`src/rtl/lcd_pixel_feed.sv`:
```
// RGB565 frame-buffer FIFO to LCD panel feeder; optional colour-bar generator under macro LCD_COLORBAR_EN.
// Latency: 2 rgb_clk cycles from timing input to lcd_*; no backpressure, an empty FIFO yields black pixels.
module lcd_pixel_feed #(
  parameter int H_ACTIVE = 800,
  parameter bit VS_POL   = 1'b0
) (
  input  logic        rgb_clk,
  input  logic        rst_n,
  input  logic        rgb_hs_i,
  input  logic        rgb_vs_i,
  input  logic        rgb_de_i,
`ifdef LCD_COLORBAR_EN
  input  logic        bar_en,
`endif
  input  logic [15:0] fifo_rd_data,
  input  logic        fifo_empty,
  output logic        fifo_rd_en,
  output logic        frame_req,
  output logic        lcd_hs,
  output logic        lcd_vs,
  output logic        lcd_de,
  output logic [4:0]  lcd_r,
  output logic [5:0]  lcd_g,
  output logic [4:0]  lcd_b,
  output logic        underflow,
  output logic        line_err,
  output logic [15:0] underflow_cnt
);

  typedef enum logic [1:0] {IDLE = 2'd0, SYNC = 2'd1, ACTIVE = 2'd2} state_e;

  state_e      state_q, state_d;
  logic        vs_q;
  logic        vs_start;
  logic        frame_req_q;
  logic        active;
  logic        src_fifo;
  logic        uf_event;

  logic        hs1_q, vs1_q, de1_q, rd1_q;
  logic        hs2_q, vs2_q, de2_q;
  logic [15:0] pix_d, pix2_q;

  logic [11:0] line_cnt_q, line_cnt_d;
  logic        line_err_set;
  logic        underflow_q, underflow_d;
  logic        line_err_q, line_err_d;
  logic [15:0] uf_cnt_q, uf_cnt_d;

`ifdef LCD_COLORBAR_EN
  localparam int BAR_W = (H_ACTIVE / 8 > 0) ? (H_ACTIVE / 8) : 1;

  logic        bar_on;
  logic        bar1_q;
  logic [15:0] barpix1_q, barpix_d;
  logic [11:0] bar_pos;
  logic [2:0]  bar_idx;

  function automatic logic [15:0] bar_color(input logic [2:0] idx);
    case (idx)
      3'd0:    bar_color = 16'hFFFF;
      3'd1:    bar_color = 16'hFFE0;
      3'd2:    bar_color = 16'h07FF;
      3'd3:    bar_color = 16'h07E0;
      3'd4:    bar_color = 16'hF81F;
      3'd5:    bar_color = 16'hF800;
      3'd6:    bar_color = 16'h001F;
      default: bar_color = 16'h0000;
    endcase
  endfunction
`endif

  assign vs_start = (vs_q != VS_POL) && (rgb_vs_i == VS_POL);

  always_ff @(posedge rgb_clk or negedge rst_n) begin
    if (!rst_n) begin
      state_q <= IDLE;
    end else begin
      state_q <= state_d;
    end
  end

  always_comb begin
    state_d = state_q;
    case (state_q)
      IDLE:    if (vs_start) state_d = SYNC;
      SYNC:    if (rgb_vs_i != VS_POL) state_d = ACTIVE;
      ACTIVE:  if (vs_start) state_d = SYNC;
      default: state_d = IDLE;
    endcase
  end

  always_comb begin
    active = (state_q == ACTIVE);
`ifdef LCD_COLORBAR_EN
    bar_on   = active & bar_en & rgb_de_i;
    src_fifo = active & ~bar_en;
`else
    src_fifo = active;
`endif
    fifo_rd_en = src_fifo & rgb_de_i & ~fifo_empty;
    uf_event   = src_fifo & rgb_de_i & fifo_empty;
  end

  always_comb begin
    line_cnt_d   = line_cnt_q;
    line_err_set = 1'b0;
    if (!active) begin
      line_cnt_d = 12'd0;
    end else if (de1_q && !rgb_de_i) begin
      line_cnt_d   = 12'd0;
      line_err_set = (line_cnt_q != 12'(H_ACTIVE));
    end else if (rgb_de_i) begin
      line_cnt_d = line_cnt_q + 12'd1;
    end
  end

  // Status restarts on the edge that raises frame_req; an event in that same cycle survives.
  always_comb begin
    if (vs_start) begin
      underflow_d = uf_event;
      uf_cnt_d    = {15'd0, uf_event};
      line_err_d  = line_err_set;
    end else begin
      underflow_d = underflow_q | uf_event;
      uf_cnt_d    = (uf_event && uf_cnt_q != 16'hFFFF) ? uf_cnt_q + 16'd1 : uf_cnt_q;
      line_err_d  = line_err_q | line_err_set;
    end
  end

`ifdef LCD_COLORBAR_EN
  always_comb begin
    bar_pos  = line_cnt_q / 12'(BAR_W);
    bar_idx  = (bar_pos > 12'd7) ? 3'd7 : bar_pos[2:0];
    barpix_d = bar_on ? bar_color(bar_idx) : 16'h0000;
  end
`endif

  // fifo_rd_data is only trusted in the cycle after a read strobe.
  always_comb begin
    pix_d = rd1_q ? fifo_rd_data : 16'h0000;
`ifdef LCD_COLORBAR_EN
    if (bar1_q) pix_d = barpix1_q;
`endif
  end

  always_ff @(posedge rgb_clk or negedge rst_n) begin
    if (!rst_n) begin
      vs_q        <= VS_POL;
      frame_req_q <= 1'b0;
      hs1_q       <= 1'b1;
      vs1_q       <= ~VS_POL;
      de1_q       <= 1'b0;
      rd1_q       <= 1'b0;
      hs2_q       <= 1'b1;
      vs2_q       <= ~VS_POL;
      de2_q       <= 1'b0;
      pix2_q      <= 16'h0000;
      line_cnt_q  <= 12'd0;
      underflow_q <= 1'b0;
      line_err_q  <= 1'b0;
      uf_cnt_q    <= 16'd0;
    end else begin
      vs_q        <= rgb_vs_i;
      frame_req_q <= vs_start;
      hs1_q       <= rgb_hs_i;
      vs1_q       <= rgb_vs_i;
      de1_q       <= rgb_de_i;
      rd1_q       <= fifo_rd_en;
      hs2_q       <= hs1_q;
      vs2_q       <= vs1_q;
      de2_q       <= de1_q;
      pix2_q      <= pix_d;
      line_cnt_q  <= line_cnt_d;
      underflow_q <= underflow_d;
      line_err_q  <= line_err_d;
      uf_cnt_q    <= uf_cnt_d;
    end
  end

`ifdef LCD_COLORBAR_EN
  always_ff @(posedge rgb_clk or negedge rst_n) begin
    if (!rst_n) begin
      bar1_q    <= 1'b0;
      barpix1_q <= 16'h0000;
    end else begin
      bar1_q    <= bar_on;
      barpix1_q <= barpix_d;
    end
  end
`endif

  assign frame_req     = frame_req_q;
  assign lcd_hs        = hs2_q;
  assign lcd_vs        = vs2_q;
  assign lcd_de        = de2_q;
  assign lcd_r         = pix2_q[15:11];
  assign lcd_g         = pix2_q[10:5];
  assign lcd_b         = pix2_q[4:0];
  assign underflow     = underflow_q;
  assign line_err      = line_err_q;
  assign underflow_cnt = uf_cnt_q;

endmodule
```
`config.mk`:
```
export PLATFORM = sky130hd
export DESIGN_NAME = lcd_pixel_feed
export DESIGN_NICKNAME = d
export VERILOG_FILES = /design/src/rtl/lcd_pixel_feed.sv
export SDC_FILE = /design/constraint.sdc
export NUM_CORES = 1
export LEC_CHECK = 0
export CAP_MARGIN = 25
export CORE_MARGIN = 2
export CORE_UTILIZATION = 50
export DETAILED_ROUTE_END_ITERATION = 10
export PLACE_DENSITY = 0.8
export REMOVE_ABC_BUFFERS = 1
export SYNTH_ARGS = -nofsm -noshare
export SYNTH_HDL_FRONTEND = slang
export SYNTH_SLANG_ARGS = --single-unit
export TNS_END_PERCENT = 100
```
`constraint.sdc`:
```
create_clock -name rgb_clk -period 3 [get_ports rgb_clk]
set_clock_uncertainty 0.2 [all_clocks]
set_input_delay 0.6 -clock rgb_clk [delete_from_list [all_inputs] [get_ports rgb_clk]]
set_output_delay 0.6 -clock rgb_clk [all_outputs]
set_load 0.005 [all_outputs]
```
==> metrics.md <==
| Metric | Value |
|---|---|
| Setup Total Neg Slack | 0 ns |
| RSZ-0062 raised after global routing | no |
| Vias per Instance | ~5.3 |
| Crit path kind | in -> out |
| Total GRT Usage | around a fifth |
| Number of clock sinks | 57 |
| WL met3 | ~480 um |
| Layout cells sized above 1 | between 10% and 20% |
| Worst hold path stage count | 0 |
| P_leak | 1.54 nW |
| Syn Area/Cell | roughly 11 um2 |
| CTS Hold Bufs | 0 |
| Max-cap violations | 0 |
| Largest net degree at the start of global routing | 40 |
| Finished Layout Cells | 378 |
| Diode count | 0 |
| Crit start category | primary input |
| Pre-antenna DRT Iters | 4 |
| Synthesis-to-finish area growth | 35.5% |
| Synth Register Bits | 57 |
| Root Driver | clkbuf_8 |
| Max frequency | 0.367 GHz |
| Mapped Area | roughly 0.0025 mm2 |
| Seq/Total Area, Yosys | about 57% |
| Initial Util | about 53% |
| Global route overflow | 0 |
| Status | finished clean |
| Filler cells | ~340 |
| Routed met2 length | roughly 2.4 mm |
| Gpl congestion | 0.844 |
| Worst setup EP type | output port |
| Fin crit period | between 2 and 3 ns |
| CTS tree | yes |
| Register Area | roughly 0.0014 mm2 |
| Clock slew at reported path FFs | roughly 0.060 ns |
| Via count | between 2000 and 2500 |
| Post-cts resize count | 0 |
| Final Core Density | a little under three quarters |
| Ys Warns | 0 |
| DP Area | 0.00323 mm2 |
| Initial antenna violation count | 0 |
| Fin. max-slew vios | 0 |
| Most frequent cells in the layout | clkdlybuf4s50_1 (59), dfrtp_1 (53), nand2_1 (23), nor2_1 (23), and2_1 (19) |
| Global-route wire length before repair | slightly below 9 mm |
| Async SR Flop Fraction | between 90% and 100% |
| Number of global-route vias before repair | 1922 |
| Synth cell types | 47 |
| Top Metal Used | met4 |
| Worst R2R Path Depth | 6 |
| Postcts setup bufs | 0 |
| Critical Path RT | between 2 and 2.5 ns |
| Wirelength per Cell | ~13 um |
| PortBufs | 60 |
| Final-stage net count | 331 |
| H-Tree Depth | 3 |
| Top FF cell, synth | dfrtp_1 |
| Footprint of the multi-input gates | roughly 0.0010 mm2 |
| Post-synth EDFFs | 0 |
| Die footprint | approximately 0.0056 mm2 |
| CORE AREA | around 0.0048 mm2 |
| CTS Buf Count | 9 |
| Hpwl dp | approximately 3.8 mm |
| Die Span X | between 70 and 80 um |
| VDD IR max | 0.316 mV |
| PwrDens | around 470 mW/mm2 |
| Commonest non-fill, non-tap cell in the layout | clkdlybuf4s50_1 |
| Worst skew pair latency | 0.33 ns |
| Worst-Margin Slew | between 0.8 and 0.9 ns |
| Post-synthesis cell count | around 230 |
| Clk buf depth | 2 |
| ANT nets after route | 0 |
| DRC | 0 |
| Hold Path Class | reg -> reg |
| DR iter-0 viols | between 150 and 200 |
| Crit share post-route | 90.7% |
| Crit path max fanout | 2 |
| Cell area after layout | approximately 0.0034 mm2 |
| Final setup violating endpoints | 0 |
| Wire length on met1 | 2.12 mm |
| Inst Count DP | ~360 |
| Row cnt | 25 |
| Io pins | around 60 |
| Slew HR | 45.2% |
| Chip height | between 70 and 80 um |
| Hold Fails Final Rpt | 0 |
| WL final | about 5 mm |
| Arr. time, crit path | around 1.9 ns |
area by class of cell:
type	count	area share, %
Timing Repair Buffer	66	18.7
Multi-Input combinational cell	164	30.6
Clock inverter	2	0.292
Tap cell	67	2.45
Sequential cell	57	41.8
Clock buffer	14	5.33
Inverter	8	0.877
path summary, 6_finish.rpt:
kind	from	end	slack, ns
setup / recovery	rgb_de_i	fifo_rd_en	0.28
hold / removal	vs1_q$_DFF_PN1_	lcd_vs$_DFF_PN1_	0.15
setup reg to reg	underflow_cnt[0]$_DFFE_PN0P_	underflow_cnt[5]$_DFFE_PN0P_	1.01
hold reg to reg	vs1_q$_DFF_PN1_	lcd_vs$_DFF_PN1_	0.15
max in group asynchronous	rst_n	pix2_q[2]$_DFF_PN0_	1.77
min in group asynchronous	rst_n	line_cnt_q[3]$_DFFE_PN0P_	0.17
cells by family after synthesis:
logic type | synth area share, %
compound gates | 10.9
fa+ha+maj | 1.48
buf+inv | 1.98
simple gates | 24.4
flops | 56.6
xor+xnor | 3.81
mux | 0.792
cell usage after synthesis, types with 2 or more instances:
cell type,count,area share [%]
nand4_1,4,0.99
clkbuf_1,4,0.59
dfrtp_1,53,52
o22ai_1,3,0.74
nand2_1,23,3.4
o211ai_1,4,1.2
dfstp_2,4,4.2
nand3_1,12,2.4
inv_1,8,1.2
nor2_1,23,3.4
a21oi_1,6,1.2
a211oi_1,2,0.59
or4_1,3,0.89
and2_1,19,4.7
ha_1,3,1.5
and3_1,6,1.5
o2111ai_1,2,0.69
xor2_1,6,2.1
nand2b_1,2,0.49
o21ai_0,15,3.0
mux2i_1,2,0.79
xnor2_1,5,1.7
per-stage QoR:
step / power [W] / setup slack (ns) / hold WS, ns
floorplan: 0.000866 / 1.17 / 0.104
global placement: 0.000958 / 0.310 / 0.146
detailed placement: 0.000963 / 0.269 / 0.152
CTS: 0.00164 / 0.261 / 0.153
global route: 0.00169 / 0.176 / 0.163
finish: 0.00162 / 0.279 / 0.155
critical path, stage by stage:
cell and delay, ns:
clkdlybuf4s50_1 0.49, nand3b_1 0.11, nor2_1 0.18, clkdlybuf4s50_1 0.54
per-layer routing:
| layer | vias up | GRT usage [%] |
|---|---|---|
| li1 | 966 | - |
| met1 | 962 | 26.4 |
| met2 | 80 | 31.5 |
| met3 | 8 | 8.43 |
| met4 | 0 | 10.1 |
| met5 | - | 0 |
power breakdown:
| group | leakage (nW) | internal [W] | switching, W |
|---|---|---|---|
| Clock | 0.102 | 0.000387 | 0.000281 |
| Combinational | 0.666 | 0.0000762 | 0.0000573 |
| Sequential | 0.769 | 0.000794 | 0.0000202 |
registers in the layout (all words and copies together), names as in the netlist:
register	count
line_cnt_q	12
lcd_de	1
vs1_q	1
underflow_cnt	16
frame_req	1
vs_q	1
rd1_q	1
hs1_q	1
lcd_vs	1
de1_q	1
underflow	1
state_q	2
line_err	1
pix2_q	16
lcd_hs	1
(Power assumes the default switching activity.)
